==> config.mk <==
export PLATFORM = sky130hd
export DESIGN_NAME = iter_downcounter
export DESIGN_NICKNAME = d
export VERILOG_FILES = /design/src/rtl/iter_downcount_pkg.sv /design/src/rtl/loadable_tff.sv /design/src/rtl/iter_downcounter.sv
export SDC_FILE = /design/constraint.sdc
export NUM_CORES = 1
export LEC_CHECK = 0
export ABC_CLOCK_PERIOD_IN_PS = 3700
export BUFFER_PORTS_ARGS = -buffer_cell sky130_fd_sc_hd__clkbuf_2
export CAP_MARGIN = 20
export CORE_AREA = 2 2 39 41
export DETAILED_ROUTE_END_ITERATION = 8
export DIE_AREA = 0 0 41 43
export HOLD_SLACK_MARGIN = 0.06
export PLACE_DENSITY = 0.68
export SLEW_MARGIN = 20
export SYNTH_ARGS = -nofsm -noshare
export SYNTH_HDL_FRONTEND = slang
export SYNTH_HIERARCHICAL = 1
export SYNTH_SLANG_ARGS = --single-unit
==> constraint.sdc <==
create_clock -name clk -period 3.7 [get_ports clk]
set_input_delay 0.185 -clock clk [delete_from_list [all_inputs] [get_ports clk]]
set_output_delay 0.185 -clock clk [all_outputs]
set_load 0.01 [all_outputs]
==> src/rtl/iter_downcount_pkg.sv <==
// Shared types and constants for the iteration down counter.
package iter_downcount_pkg;

    // Default count width; maximum iteration count is 2^ITER_WIDTH-1.
    localparam int unsigned ITER_WIDTH = 6;

    // Controller states; the unused encoding 2'b11 is decoded as IDLE.
    typedef enum logic [1:0] {
        IDLE = 2'b00,
        RUN  = 2'b01,
        DONE = 2'b10
    } iter_state_t;

endpackage

==> src/rtl/loadable_tff.sv <==
// One count bit: T flip-flop with asynchronous clear and synchronous load.
// Load takes priority over toggle.
module loadable_tff (
    input  logic clk,
    input  logic clr,
    input  logic load,
    input  logic d,
    input  logic t,
    output logic q
);

    // Bit state: clear, then load, then toggle.
    always_ff @(posedge clk or posedge clr) begin
        if (clr) begin
            q <= 1'b0;
        end else if (load) begin
            q <= d;
        end else if (t) begin
            q <= ~q;
        end
    end

endmodule

==> src/rtl/iter_downcounter.sv <==
// Loadable down counter with start/busy/done handshake.
// Optional feature macro: ITER_DOWNCOUNT_HOLD_EN adds a 'hold' input that
// freezes the count while running.
module iter_downcounter
    import iter_downcount_pkg::*;
#(
    parameter int unsigned WIDTH = ITER_WIDTH
) (
    input  logic             clk,
    input  logic             clr,
    input  logic             start,
    input  logic [WIDTH-1:0] load_val,
`ifdef ITER_DOWNCOUNT_HOLD_EN
    input  logic             hold,
`endif
    output logic [WIDTH-1:0] count,
    output logic             busy,
    output logic             last,
    output logic             done
);

`ifndef ITER_DOWNCOUNT_HOLD_EN
    logic hold;
    assign hold = 1'b0;
`endif

    iter_state_t      state_q, state_d;
    logic             busy_q, done_q;
    logic             load;
    logic [WIDTH-1:0] load_data;
    logic             run_en;
    logic             count_is_one;
    logic [WIDTH-1:0] borrow;

    assign count_is_one = (count == WIDTH'(1));
    assign run_en       = (state_q == RUN) && !hold;

    // Next-state and load decode; IDLE and DONE both accept a new start.
    always_comb begin
        state_d   = state_q;
        load      = 1'b0;
        load_data = load_val;
        case (state_q)
            IDLE, DONE: begin
                state_d = IDLE;
                if (start) begin
                    load    = 1'b1;
                    state_d = (load_val == '0) ? DONE : RUN;
                end
            end
            RUN: begin
                if (!hold && count_is_one) begin
                    state_d = DONE;
                end
            end
            default: begin
                // Unused encoding behaves as IDLE and scrubs any stale count.
                state_d   = IDLE;
                load      = 1'b1;
                load_data = '0;
                if (start) begin
                    load_data = load_val;
                    state_d   = (load_val == '0) ? DONE : RUN;
                end
            end
        endcase
    end

    // State and registered handshake outputs.
    always_ff @(posedge clk or posedge clr) begin
        if (clr) begin
            state_q <= IDLE;
            busy_q  <= 1'b0;
            done_q  <= 1'b0;
        end else begin
            state_q <= state_d;
            busy_q  <= (state_d == RUN);
            done_q  <= (state_d == DONE);
        end
    end

    // Borrow chain: bit i toggles when every lower bit is zero.
    assign borrow[0] = run_en;
    for (genvar i = 1; i < WIDTH; i++) begin : g_borrow
        assign borrow[i] = borrow[i-1] & ~count[i-1];
    end

    for (genvar i = 0; i < WIDTH; i++) begin : g_bit
        loadable_tff u_bit (
            .clk  (clk),
            .clr  (clr),
            .load (load),
            .d    (load_data[i]),
            .t    (borrow[i]),
            .q    (count[i])
        );
    end

    // Final-iteration flag, suppressed while held.
    always_comb begin
        last = (state_q == RUN) && count_is_one && !hold;
    end

    assign busy = busy_q;
    assign done = done_q;

endmodule

; ---- Yosys cells after proc, flatten, opt, wreduce, memory -nomap -nowiden
; Cells that the tools add are included.
[totals]
reg_bits = 10
inputBits = 9
[classes]
n_eq_ne = 5
n_mux = 20
n_bitwise = 11
n_reduce_logical = 11
[ops]
columns = op, n
row1 = 1-bit 2-to-1 mux, 13
row2 = 6-bit 2-to-1 mux, 2
row3 = 2-bit nonzero test, 6
row4 = 2-bit 2-to-1 mux, 4
row5 = 6-bit by 1-bit == test with 1-bit output (second input constant), 1
row6 = 6-bit logical NOT, 1
row7 = 1-bit inverter, 6
row8 = 1-bit AND, 5
row9 = 2-bit by 1-bit == test with 1-bit output (second input constant), 2
row10 = 2-bit == test (second input constant), 2
row11 = 3-bit OR reduction, 1
row12 = 2-bit logical NOT, 1
row13 = 1-bit one-hot mux with 2 select lines, 1
row14 = 2-bit OR reduction, 1
row15 = 1-bit logical AND, 1

; ---- Longest topological paths before layout
[depth]
depth_word = 8
depth_mapped = 5

; ---- Hierarchy
; The synthesis kept the hierarchy.
[by_module_without_submodules]
columns = module, n_inst, cells_per_inst, area_per_inst_um2
row1 = iter_downcounter, 1, 30, 282.8
row2 = loadable_tff, 6, 5, 46.3

; ---- Least setup slack after synthesis
; OpenSTA, ideal clock, no wires.
[synth_path]
path_type = register to register
start = register g_bit[1].u_bit.q
end = register busy_q (netlist: busy)
setup_time_ns = 0.138
arrival_time_ns = 1.426
t_required_ns = 3.562
setup_slack_ns = 2.135
stages_incl_launch_ff = 4
n_path_buf = 0
period_less_slack_ns = 1.565
path_cell_list = dfrtp_1 > or4_4 > nor4b_4 > nor3_1
[synth_between]
elab_chain_cells = 4
[synth_lines]
columns = element, line
row1 = start: declaration, loadable_tff.sv:9  ; output logic q
row2 = start signal: assignment, loadable_tff.sv:19  ; q <= ~q;
row3 = 6-bit by 1-bit == test with 1-bit output, iter_downcounter.sv:35  ; assign count_is_one = (count == WIDTH'(1));
row4 = 2-bit 2-to-1 mux, iter_downcounter.sv:52  ; if (!hold && count_is_one) begin
row5 = 2-bit 2-to-1 mux, --
row6 = 2-bit by 1-bit == test with 1-bit output, iter_downcounter.sv:77  ; busy_q <= (state_d == RUN);
row7 = end signal: assignment, iter_downcounter.sv:77
row8 = end: declaration, iter_downcounter.sv:28  ; logic busy_q, done_q;
; Every way passes these cells.
; A chain may end at the register's enable or synchronous reset.

; ---- Worst setup path in the final report
[layout_path]
start = register g_bit[1].u_bit.q
end = output last
[layout_between]
elab_chain_cells = 2
[layout_lines]
columns = element, line
row1 = 6-bit by 1-bit == test with 1-bit output, iter_downcounter.sv:35
row2 = 1-bit logical AND, iter_downcounter.sv:101  ; last = (state_q == RUN) && count_is_one && !hold;
row3 = end: declaration, iter_downcounter.sv:18  ; output logic last,
; Every way passes these cells.

==> results.md <==
- GRT Residual Overflow: 0
- IO buf count: 17
- First-pass GRT wire length: approximately 1600 µm
- Dpl cells: 93
- Yosys cell types: 17
- Final Max Slew Viols: 0
- # IOs: 18
- Sequential share of the synthesized area: 0.446
- CP Launch Type: flop
- Initial antenna violation count: 0
- Routability Congestion: 0.756
- RR Startpoint: state_q[1]
- Initial Util: 0.405
- Clk_lat worst skew: ~0.26 ns
- Post-Syn Area: between 500 and 600 µm²
- Post-CTS setup buffers: 0
- Worst-Margin Slew: 0.379 ns
- Worst slew margin: 0.745
- Synth-to-Final Area Change: 24.6%
- Pin count of the biggest net entering global routing: 13
- FF+latch count, synth: 10
- RSZ-0062 raised after global routing: false
- Worst R2R Setup Slack: slightly above 2 ns
- Clk_skew: 0.000794 ns
- Gate power share: 0.478
- CTS buffer count: 3
- Gate Count Post-Synth: 60
- Outcome: finished, final reports clean
- Post-CTS Hold Buffers: 1
- Hold Vio Cnt, Final: 0
- Static leakage: between 0.3 and 0.4 nW
- Top FF cell, synth: dfrtp_1
- Met1 usage: 0.163
- Nets: 92
- Avg Cell Area, Syn: roughly 9.3 µm²
- Most frequent cell after synthesis: dfrtp_1
- Layout Utilization: 0.505
- Share of layout cells above drive strength 1: 0.309
- PwrDens: between 700 and 800 mW/mm²
- Row Count: 14
- Warnings, synthesis: 6
- Chip width: 41 µm
- Post_cts resized: 0
- Clock Tree Buf Depth: 2
- Final antenna-violating net count: 0
- Max Cap Viol: 0
- Sequential Power Share: 0.390
- Finished Layout Cells: between 90 and 100
- Total GRT Usage: 0.140
- CTS tree: built
- WS Path Type: flop to output port
- Reg clk slew, reported paths: about 0.060 ns
- Clock power frac: 0.132
- Drt first pass iters: 2
- Post-route clock period utilization: 0.528
- Net switching power: roughly 0.00021 W
- Die area: ~0.0018 mm²
- Hold crit path type: input pin to flop
- CTS Root Cell: clkbuf_4
- Ant diodes: 0
- Crit Path Max Fanout: 5
- Fmax: 0.512 GHz
- Ys async rst share: 1.00
- # DRC: 0
- H-tree Lvls: 1
- Final setup vio count: 0
- Critical Path RT: 3.51 ns
- Hold Path Stages: 2
- EDFF count, synth: 0
- Syn Nets: 69
- Synth area leaders: dfrtp_1 45%, xnor2_1 9.4%, and2_1 6.7%
- Switching share of power: 0.395
- HPWL Detailed: between 700 and 800 µm
- Hold Slack: ~0.18 ns
- TritonCTS Sinks: 10
- Vias in the first global route: 412
- Routed WL: 939 µm
- Worst r2r path cells: 5
- CP arrival: roughly 1.8 ns
- Internal power: roughly 0.00032 W
- Met2 usage: 0.203
- WL/cell: about 9.7 µm
- VDD IR-drop max: around 0.00024 V
- Yosys top cell by area: dfrtp_1
- Total negative slack: 0 ns
- Die height: around 43 µm
- Area of the core: 0.00138 mm²
- Hold path startpoint: start
- Most Crowded Layer GR: met2
- Detailed-route via count: 449
- Top cell type's share of synthesized area: 0.446
- Via-to-Cell Ratio: approximately 4.6
- Tot Pwr: 0.000528 W
- Commonest cells post-synth: 10 x dfrtp_1, 9 x inv_1
- FF-to-FF End: g_bit[4].u_bit/q
- Period minus WS final: a little under 2 ns
- Iter 0 DRT Violations: 12
- Endpoint, Worst Hold: done
- Met3 Use GR: 0.0471
- CP Capture Type: output port
critical path: stages, from the launching register on:
cell and delay [ns]:
dfrtp_1 0.41, or4_4 0.57, nor4b_4 0.34, clkbuf_2 0.20
power groups by stage:
| stage | Sequential (W) | Clock, W | Combinational [W] |
|---|---|---|---|
| after floorplan | 0.000222 | 0 | 0.000164 |
| after global placement | 0.000205 | 0 | 0.000253 |
| after detailed placement | 0.000209 | 0 | 0.000254 |
| after CTS | 0.000207 | 0.0000719 | 0.000257 |
| after global routing | 0.000214 | 0.0000786 | 0.000284 |
| final | 0.000206 | 0.0000698 | 0.000252 |
logic make-up after synthesis:
family          after synthesis  synth area share
simple gates                 26             0.299
flops                        10             0.446
buf+inv                       9            0.0603
compound gates                8            0.0804
xor+xnor                      6            0.0937
mux                           1            0.0201
worst max path at each step:
stage | start | end | slack (ns) | depth (start not counted)
after floorplan | g_bit[1].u_bit/q | busy | 2.14 | 3
after global placement | g_bit[1].u_bit/q | last | 2.02 | 3
after detailed placement | g_bit[1].u_bit/q | last | 2.01 | 3
after CTS | g_bit[1].u_bit/q | last | 1.72 | 3
after global routing | g_bit[1].u_bit/q | last | 1.66 | 3
final | g_bit[1].u_bit/q | last | 1.75 | 3
metrics by stage:
step / setup slack, ns / instance area (µm²)
final: 1.75 / 698
after global routing: 1.66 / 698
after CTS: 1.72 / 698
after detailed placement: 2.01 / 666
after global placement: 2.02 / 666
after floorplan: 2.14 / 561
final cells by class:
cell class	count	area [µm²]
fill	135	686
sequential	10	250
timing repair buffer	18	95.1
multi-input combinational	41	277
inverter	9	33.8
tap	16	20.0
clock buffer	3	22.5
metal layers:
layer	vias to the layer above	part of all wire
li1	237	-
met1	197	0.42
met2	13	0.50
met3	2	0.059
met4	0	0.022
met5	-	0
cell usage in the layout (no fill, tap or decap), drive strengths merged:
cell type and n:
a21o 2, and2 6, clkbuf 20, dfrtp 10, dlygate4sd3 1, inv 9, mux2 1, nand2 6
nand2b 1, nand3b 1, nor2 3, nor3 4, nor4 1, nor4b 1, o21ai 6, or3 1
or4 2, xnor2 6
sequential cells by signal (all words and copies together), names as in the netlist:
signal and flops:
done 1, g_bit.u_bit/q 6, state_q 2, busy 1
Note: power is estimated with default switching activity, not from simulation.
